<file path="config.mk">
export PLATFORM = sky130hd
export DESIGN_NAME = hazard_scoreboard_flat
export DESIGN_NICKNAME = d
export VERILOG_FILES = /design/src/rtl/hazard_pkg.sv /design/src/rtl/hazard_scoreboard_if.sv /design/src/rtl/hazard_busy_counter.sv /design/src/rtl/hazard_scoreboard.sv /design/src/flat_wrapper.sv
export SDC_FILE = /design/constraint.sdc
export NUM_CORES = 1
export LEC_CHECK = 0
export ABC_AREA = 1
export CORE_MARGIN = 8
export CORE_UTILIZATION = 45
export DETAILED_ROUTE_END_ITERATION = 8
export PLACE_DENSITY = 0.76
export SLEW_MARGIN = 40
export SYNTH_ARGS = -nofsm -noshare
export SYNTH_HDL_FRONTEND = slang
export SYNTH_SLANG_ARGS = --single-unit
</file>
<file path="constraint.sdc">
create_clock -name clk -period 1.68 [get_ports clk]
set_input_delay 0.336 -clock clk [delete_from_list [all_inputs] [get_ports clk]]
set_output_delay 0.336 -clock clk [all_outputs]
set_load 0.02 [all_outputs]
</file>
<file path="src/rtl/hazard_pkg.sv">
// Shared definitions for the load-use hazard scoreboard:
// register encodings and counter sizing.
package hazard_pkg;

   localparam int REG_AW_DEF = 4;

   typedef enum logic [3:0] {
      R0 = 4'd0,
      R1 = 4'd1,
      R2 = 4'd2,
      R3 = 4'd3,
      R4 = 4'd4,
      R5 = 4'd5,
      R6 = 4'd6,
      R7 = 4'd7,
      SP = 4'd8,
      T  = 4'd9,
      IH = 4'd10,
      RA = 4'd11
   } reg_e;

   // Countdown width; a latency of zero still needs one storage bit.
   function automatic int cnt_w(input int lat);
      int w;
      w = $clog2(lat + 1);
      return (w < 1) ? 1 : w;
   endfunction

endpackage

</file>
<file path="src/rtl/hazard_scoreboard_if.sv">
// ID-stage request and pipeline-control bundle between
// the decode stage and the hazard scoreboard.
interface hazard_scoreboard_if #(
   parameter int REG_AW = 4,
   parameter int STAT_W = 16
);

   logic                   id_valid;
   logic                   id_src0_en;
   logic [REG_AW-1:0]      id_src0_addr;
   logic                   id_src1_en;
   logic [REG_AW-1:0]      id_src1_addr;
   logic                   id_dst_en;
   logic [REG_AW-1:0]      id_dst_addr;
   logic                   id_is_load;
   logic                   mem_busy;
   logic                   flush;
   logic                   stat_clr;

   logic                   pc_write;
   logic                   ifid_write;
   logic                   idex_bubble;
   logic [STAT_W-1:0]      stall_cycles;
   logic [2**REG_AW-1:0]   busy_vec;

   modport master (
      output id_valid,
      output id_src0_en,
      output id_src0_addr,
      output id_src1_en,
      output id_src1_addr,
      output id_dst_en,
      output id_dst_addr,
      output id_is_load,
      output mem_busy,
      output flush,
      output stat_clr,
      input  pc_write,
      input  ifid_write,
      input  idex_bubble,
      input  stall_cycles,
      input  busy_vec
   );

   modport slave (
      input  id_valid,
      input  id_src0_en,
      input  id_src0_addr,
      input  id_src1_en,
      input  id_src1_addr,
      input  id_dst_en,
      input  id_dst_addr,
      input  id_is_load,
      input  mem_busy,
      input  flush,
      input  stat_clr,
      output pc_write,
      output ifid_write,
      output idex_bubble,
      output stall_cycles,
      output busy_vec
   );

endinterface

</file>
<file path="src/rtl/hazard_busy_counter.sv">
// One register's pending-load countdown; a new load
// overrides the decrement in the same cycle.
module hazard_busy_counter #(
   parameter int CNT_W = 1
) (
   input  logic             clk,
   input  logic             rst_n,
   input  logic             i_dec_en,
   input  logic             i_load_en,
   input  logic [CNT_W-1:0] i_load_val,
   output logic [CNT_W-1:0] o_cnt,
   output logic             o_busy
);

   logic [CNT_W-1:0] r_cnt;
   logic             w_nz;

   assign w_nz   = |r_cnt;
   assign o_cnt  = r_cnt;
   assign o_busy = w_nz;

   always_ff @(posedge clk or negedge rst_n) begin
      if (!rst_n) begin
         r_cnt <= '0;
      end else if (i_load_en) begin
         r_cnt <= i_load_val;
      end else if (i_dec_en && w_nz) begin
         r_cnt <= r_cnt - 1'b1;
      end
   end

endmodule

</file>
<file path="src/rtl/hazard_scoreboard.sv">
// Per-register busy scoreboard driving PC, IF/ID and
// ID/EX control for load-use, memory freeze and flush.
module hazard_scoreboard
   import hazard_pkg::*;
#(
   parameter int REG_AW   = REG_AW_DEF,
   parameter int LOAD_LAT = 1,
   parameter int STAT_W   = 16
) (
   input  logic              clk,
   input  logic              rst,
   hazard_scoreboard_if.slave bus
);

   localparam int NREG  = 2**REG_AW;
   localparam int CNT_W = cnt_w(LOAD_LAT);
   localparam logic [CNT_W-1:0] LAT_V = CNT_W'(LOAD_LAT);

   logic [NREG-1:0]  w_busy;
   logic [NREG-1:0]  w_nz;
   logic [CNT_W-1:0] w_cnt [NREG];
   logic             w_src0_hit;
   logic             w_src1_hit;
   logic             w_hazard;
   logic             w_stall;
   logic             w_issue;
   logic             w_wr;
   logic             w_dec_en;
   logic [CNT_W-1:0] w_ld_val;
   logic             w_stat_inc;
   logic [STAT_W-1:0] r_stall;

   assign w_src0_hit = bus.id_src0_en & w_busy[bus.id_src0_addr];
   assign w_src1_hit = bus.id_src1_en & w_busy[bus.id_src1_addr];
   assign w_hazard   = bus.id_valid & (w_src0_hit | w_src1_hit);
   assign w_stall    = w_hazard | bus.mem_busy;

   assign w_issue = bus.id_valid & ~w_hazard
                  & ~bus.mem_busy & ~bus.flush;
   assign w_wr     = w_issue & bus.id_dst_en;
   assign w_dec_en = ~bus.mem_busy;
   // ALU writers clear the entry: forwarding beats the older load.
   assign w_ld_val = bus.id_is_load ? LAT_V : '0;

   assign bus.pc_write    = ~w_stall;
   assign bus.ifid_write  = ~w_stall;
   assign bus.idex_bubble = ~bus.mem_busy & (w_hazard | bus.flush);
   assign bus.busy_vec    = w_nz;
   assign bus.stall_cycles = r_stall;

   for (genvar r = 0; r < NREG; r++) begin : g_reg
      logic w_ld_en;

      assign w_ld_en = w_wr &
                       (bus.id_dst_addr == REG_AW'(r));
      assign w_nz[r] = |w_cnt[r];

      hazard_busy_counter #(
         .CNT_W (CNT_W)
      ) u_cnt (
         .clk        (clk),
         .rst_n      (rst),
         .i_dec_en   (w_dec_en),
         .i_load_en  (w_ld_en),
         .i_load_val (w_ld_val),
         .o_cnt      (w_cnt[r]),
         .o_busy     (w_busy[r])
      );

      a_cnt_bound : assert property (
         @(posedge clk) disable iff (!rst)
         w_cnt[r] <= LAT_V
      );
   end

   assign w_stat_inc = w_hazard & ~bus.mem_busy & ~(&r_stall);

   always_ff @(posedge clk or negedge rst) begin
      if (!rst) begin
         r_stall <= '0;
      end else if (bus.stat_clr) begin
         r_stall <= '0;
      end else if (w_stat_inc) begin
         r_stall <= r_stall + 1'b1;
      end
   end

endmodule

</file>
<file path="src/flat_wrapper.sv">
// flat-port wrapper written by rule: the top's interface ports become plain ports
module hazard_scoreboard_flat import hazard_pkg::*;
#(
   parameter int REG_AW   = REG_AW_DEF,
   parameter int LOAD_LAT = 1,
   parameter int STAT_W   = 16
)
  (clk, rst, bus_id_valid, bus_id_src0_en, bus_id_src0_addr, bus_id_src1_en, bus_id_src1_addr, bus_id_dst_en, bus_id_dst_addr, bus_id_is_load, bus_mem_busy, bus_flush, bus_stat_clr, bus_pc_write, bus_ifid_write, bus_idex_bubble, bus_stall_cycles, bus_busy_vec);
  hazard_scoreboard_if #(.REG_AW(REG_AW), .STAT_W(STAT_W)) bus_i ();
  input  logic clk;
  input  logic rst;
  input wire logic [$bits(bus_i.id_valid)-1:0] bus_id_valid;
  input wire logic [$bits(bus_i.id_src0_en)-1:0] bus_id_src0_en;
  input wire logic [$bits(bus_i.id_src0_addr)-1:0] bus_id_src0_addr;
  input wire logic [$bits(bus_i.id_src1_en)-1:0] bus_id_src1_en;
  input wire logic [$bits(bus_i.id_src1_addr)-1:0] bus_id_src1_addr;
  input wire logic [$bits(bus_i.id_dst_en)-1:0] bus_id_dst_en;
  input wire logic [$bits(bus_i.id_dst_addr)-1:0] bus_id_dst_addr;
  input wire logic [$bits(bus_i.id_is_load)-1:0] bus_id_is_load;
  input wire logic [$bits(bus_i.mem_busy)-1:0] bus_mem_busy;
  input wire logic [$bits(bus_i.flush)-1:0] bus_flush;
  input wire logic [$bits(bus_i.stat_clr)-1:0] bus_stat_clr;
  output wire logic [$bits(bus_i.pc_write)-1:0] bus_pc_write;
  output wire logic [$bits(bus_i.ifid_write)-1:0] bus_ifid_write;
  output wire logic [$bits(bus_i.idex_bubble)-1:0] bus_idex_bubble;
  output wire logic [$bits(bus_i.stall_cycles)-1:0] bus_stall_cycles;
  output wire logic [$bits(bus_i.busy_vec)-1:0] bus_busy_vec;
  assign bus_i.id_valid = bus_id_valid;
  assign bus_i.id_src0_en = bus_id_src0_en;
  assign bus_i.id_src0_addr = bus_id_src0_addr;
  assign bus_i.id_src1_en = bus_id_src1_en;
  assign bus_i.id_src1_addr = bus_id_src1_addr;
  assign bus_i.id_dst_en = bus_id_dst_en;
  assign bus_i.id_dst_addr = bus_id_dst_addr;
  assign bus_i.id_is_load = bus_id_is_load;
  assign bus_i.mem_busy = bus_mem_busy;
  assign bus_i.flush = bus_flush;
  assign bus_i.stat_clr = bus_stat_clr;
  assign bus_pc_write = bus_i.pc_write;
  assign bus_ifid_write = bus_i.ifid_write;
  assign bus_idex_bubble = bus_i.idex_bubble;
  assign bus_stall_cycles = bus_i.stall_cycles;
  assign bus_busy_vec = bus_i.busy_vec;
  hazard_scoreboard #(.REG_AW(REG_AW), .LOAD_LAT(LOAD_LAT), .STAT_W(STAT_W)) u_core (.clk(clk), .rst(rst), .bus(bus_i));
endmodule
</file>
==> flow_summary.yaml <==
critical_path:
  crit_type: "flip-flop to primary output"
  worstSetupEndpointType: "primary output"
  cp-start-kind: "flip-flop"
  required_ns: 1.34
  rr_worst_depth: 11
  critical_path.reg2reg.endpoint: "u_core.bus.stall_cycles[7]"
  cp_max_fo: 3
  critical_path_arrival_ns: 1.64
  worstReg2RegStart: "u_core.g_reg[10].u_cnt.o_busy"
  ff2ff_setup_slack_ns: -0.12
pwr:
  cellPowerDensity_nw_per_um2: 511
  power_frac_seq_pct: 43.7
  ir_drop_mv: 0.407
  cellLeakagePower_nw: 2.00
  power.internal_mw: 1.28
  switching_share_pct: 28.3
  switching_pwr_uw: 507
  clkPwrFrac_pct: 34.8
  combinationalPowerShare_pct: 21.6
logic_synthesis:
  ys_dominant_reg_cell: "sky130_fd_sc_hd__dfrtp_1"
  mappedNetlistArea_um2: 2380
  synth.top_cells.by_area: "sky130_fd_sc_hd__dfrtp_1 (34%), sky130_fd_sc_hd__nand2_1 (18%), sky130_fd_sc_hd__nand3_1 (12%)"
  post_synth_net_total: 381
  postSynthAreaPerCell_um2: 6.64
  ys_async_sr_fraction_pct: 100
  synth_edf_count: 0
  netlist_top_cells_count: "sky130_fd_sc_hd__nand2_1 (117), sky130_fd_sc_hd__nand3_1 (55), sky130_fd_sc_hd__nor2_1 (38)"
  yosysSeqAreaShare_pct: 33.7
  synthCells: 358
  synth-warning-count: 0
  count_leader_synth: "sky130_fd_sc_hd__nand2_1"
  synth_largest_type_area_fraction_pct: 33.7
  yosys.cell_types.count: 26
  yosys_register_bits: 32
  synthDominantAreaCellType: "sky130_fd_sc_hd__dfrtp_1"
cts:
  worstSkewPairLatency_ns: 0.29
  cts.sink_count: 32
  clkTransAtPathRegs_ns: 0.07
  cts-root-to-sink-buffers: 2
  root_buffer_selected_by_cts: "sky130_fd_sc_hd__clkbuf_8"
  htree_levels: 2
  cts_inserted_buffers: 5
  postCtsHoldBufs: 0
  tritoncts: "done"
timing:
  timing.final.max_slew_violations: 0
  skew_ns: 0.0118
  setup_slack_ns: -0.293
  holdWs_ns: 0.457
  tns_ns: -1.32
  unrepaired_setup_endpoints_after_global_routing: "yes"
  worst_slew_margin_rel_pct: 70.6
  report.final.setup_viol: 8
  max_freq_mhz: 507
  timing_hold_violations_final: 0
  worst-slew-pin-transition_ns: 0.440
  layout_worst_path_cycle_share_pct: 117
  final_period_minus_worst_setup_slack_ns: 1.97
global_route:
  grt_use_total_pct: 18.8
  grt.overflow.total: 0
  wire_length_of_the_first_global_routing_pass_mm: 11.6
  grt_pass1_vias: 2483
  grt_max_degree: 33
  grt_antenna_before_repair: 0
die:
  die_width_um: 88.7
  rows: 26
  initial_core_util_pct: 46.5
  top_level_ports: 57
  die_h_um: 88.7
  die_area_um2: 7870
  core_region_um2: 5110
routing:
  antenna_left: 0
  drt_drc_violations_left: 0
  first_pass_iters: 4
  vias_per_cell: 4.93
  drt_iter0_markers: 151
  wl_per_cell_um: 13.5
  num_vias: 2576
  routed_wirelength_mm: 7.08
cells_and_area:
  layout-area-overhead-vs-synth_pct: 47.3
  final_net_count: 475
  drive_gt1_share_pct: 23.8
  antenna_diodes: 0
outcome:
  status: "finished with violations"
  violated_checks: "setup timing"
placed_design:
  gp_congestion: 0.953
  dp.final_hpwl_mm: 5.28
  portBuffers: 56
flow_run:
  max_cap_violations: 0
min_path:
  min-delay-path-class: "input pin to async pin"
layout by cell type (no fill, tap or decap), types with 2 or more instances in the layout:
master,Yosys,final
sky130_fd_sc_hd__nor2_1,38,38
sky130_fd_sc_hd__buf_6,2,4
sky130_fd_sc_hd__buf_4,20,54
sky130_fd_sc_hd__xor2_1,12,12
sky130_fd_sc_hd__o21ai_0,5,2
sky130_fd_sc_hd__nand2_4,3,3
sky130_fd_sc_hd__nand4_1,7,7
sky130_fd_sc_hd__inv_2,2,9
sky130_fd_sc_hd__o21ai_1,3,5
sky130_fd_sc_hd__nand2_8,0,2
sky130_fd_sc_hd__clkbuf_1,6,2
sky130_fd_sc_hd__buf_2,0,2
sky130_fd_sc_hd__buf_12,0,3
sky130_fd_sc_hd__nand3_2,1,8
sky130_fd_sc_hd__inv_1,36,28
sky130_fd_sc_hd__dfrtp_1,32,30
sky130_fd_sc_hd__nand3_1,55,48
sky130_fd_sc_hd__nand2_1,117,113
sky130_fd_sc_hd__o211ai_1,2,2
sky130_fd_sc_hd__nor3_1,4,4
sky130_fd_sc_hd__dfrtp_2,0,2
sky130_fd_sc_hd__a21oi_4,0,2
sky130_fd_sc_hd__dlygate4sd2_1,0,32
sky130_fd_sc_hd__nand2_2,4,6
sky130_fd_sc_hd__clkbuf_8,0,6
sky130_fd_sc_hd__clkdlybuf4s50_1,0,17
layer usage:
metal	vias up	track usage (%)	wire, um
met2	72	32.4	3490
met4	0	5.07	75
met1	1190	23.3	3120
met3	7	3.16	396
met5	-	0	0
li1	1307	-	-
area by class of cell:
| type | count | area, um^2 |
|---|---|---|
| Timing Repair Buffer | 115 | 1030 |
| Multi-Input combinational cell | 259 | 1350 |
| Inverter | 39 | 149 |
| Sequential cell | 32 | 803 |
| Fill cell | 439 | 1610 |
| Tap cell | 70 | 87.6 |
| Clock buffer | 8 | 90.1 |
flip-flops by register name, summed over array words and instances, names as in the netlist:
register and cells:
u_core.bus.stall_cycles 16, u_core.g.u_cnt.o_busy 16
how the worst max path moves through the flow:
stage                             startpoint  slack, ns                    endpoint  cells after the start
2_1_floorplan     u_core.bus.stall_cycles[0]      -0.07  u_core.bus.stall_cycles[9]                     11
3_3_place_gp             bus_id_src1_addr[0]      -1.07             bus_idex_bubble                     12
3_5_place_dp             bus_id_src1_addr[0]      -1.13             bus_idex_bubble                     12
4_1_cts         u_core.g_reg[5].u_cnt.o_busy      -0.26             bus_idex_bubble                     11
5_1_grt         u_core.g_reg[5].u_cnt.o_busy      -0.36              bus_ifid_write                     10
6_report       u_core.g_reg[10].u_cnt.o_busy      -0.29             bus_idex_bubble                      9
stage by stage:
stage	worst slack [ns]	std cells	cell area, um^2	power, mW	utilization (%)
final	-0.293	523	3500	1.79	68.6
after global routing	-0.357	523	3500	1.86	68.6
after CTS	-0.259	521	3470	1.80	67.9
after detailed placement	-1.13	505	3290	1.14	64.4
after global placement	-1.07	505	3290	1.14	64.4
after floorplan	-0.0689	358	2440	0.973	-
cell families after synthesis:
family / after synthesis / synth area share [%]
buffers and inverters: 67 / 14.4
DFF: 32 / 33.7
xor gates and xnor gates: 12 / 4.42
AOI/OAI and AO/OA: 14 / 3.89
adders and majority gates: 1 / 0.526
and+or+nand+nor: 232 / 43.1
worst max-delay path, stage by stage, from the launching register on:
cell and delay, ns:
sky130_fd_sc_hd__dfrtp_1 0.41, sky130_fd_sc_hd__o21ai_1 0.10, sky130_fd_sc_hd__o21ai_1 0.17, sky130_fd_sc_hd__nand2_1 0.08, sky130_fd_sc_hd__nand3_2 0.07, sky130_fd_sc_hd__nand3_2 0.11, sky130_fd_sc_hd__nand2_4 0.11, sky130_fd_sc_hd__nand2_4 0.06
sky130_fd_sc_hd__a21oi_4 0.11, sky130_fd_sc_hd__buf_6 0.13
power groups by stage:
stage                     Sequential [mW]  Clock, mW  Combinational, mW
final                               0.782      0.623              0.386
after global routing                0.782      0.659              0.418
after CTS                           0.782      0.634              0.384
after detailed placement            0.796          0              0.345
after global placement              0.796          0              0.342
after floorplan                     0.806          0              0.168
timing repair:
action	CTS	global route
buffers inserted	7	3
pin swaps	6	9
endpoints found under the hold margin	0	0
setup endpoints to repair	66	35
cloned	1	0
resized for setup	73	15
Power figures use the tool's default switching activity.
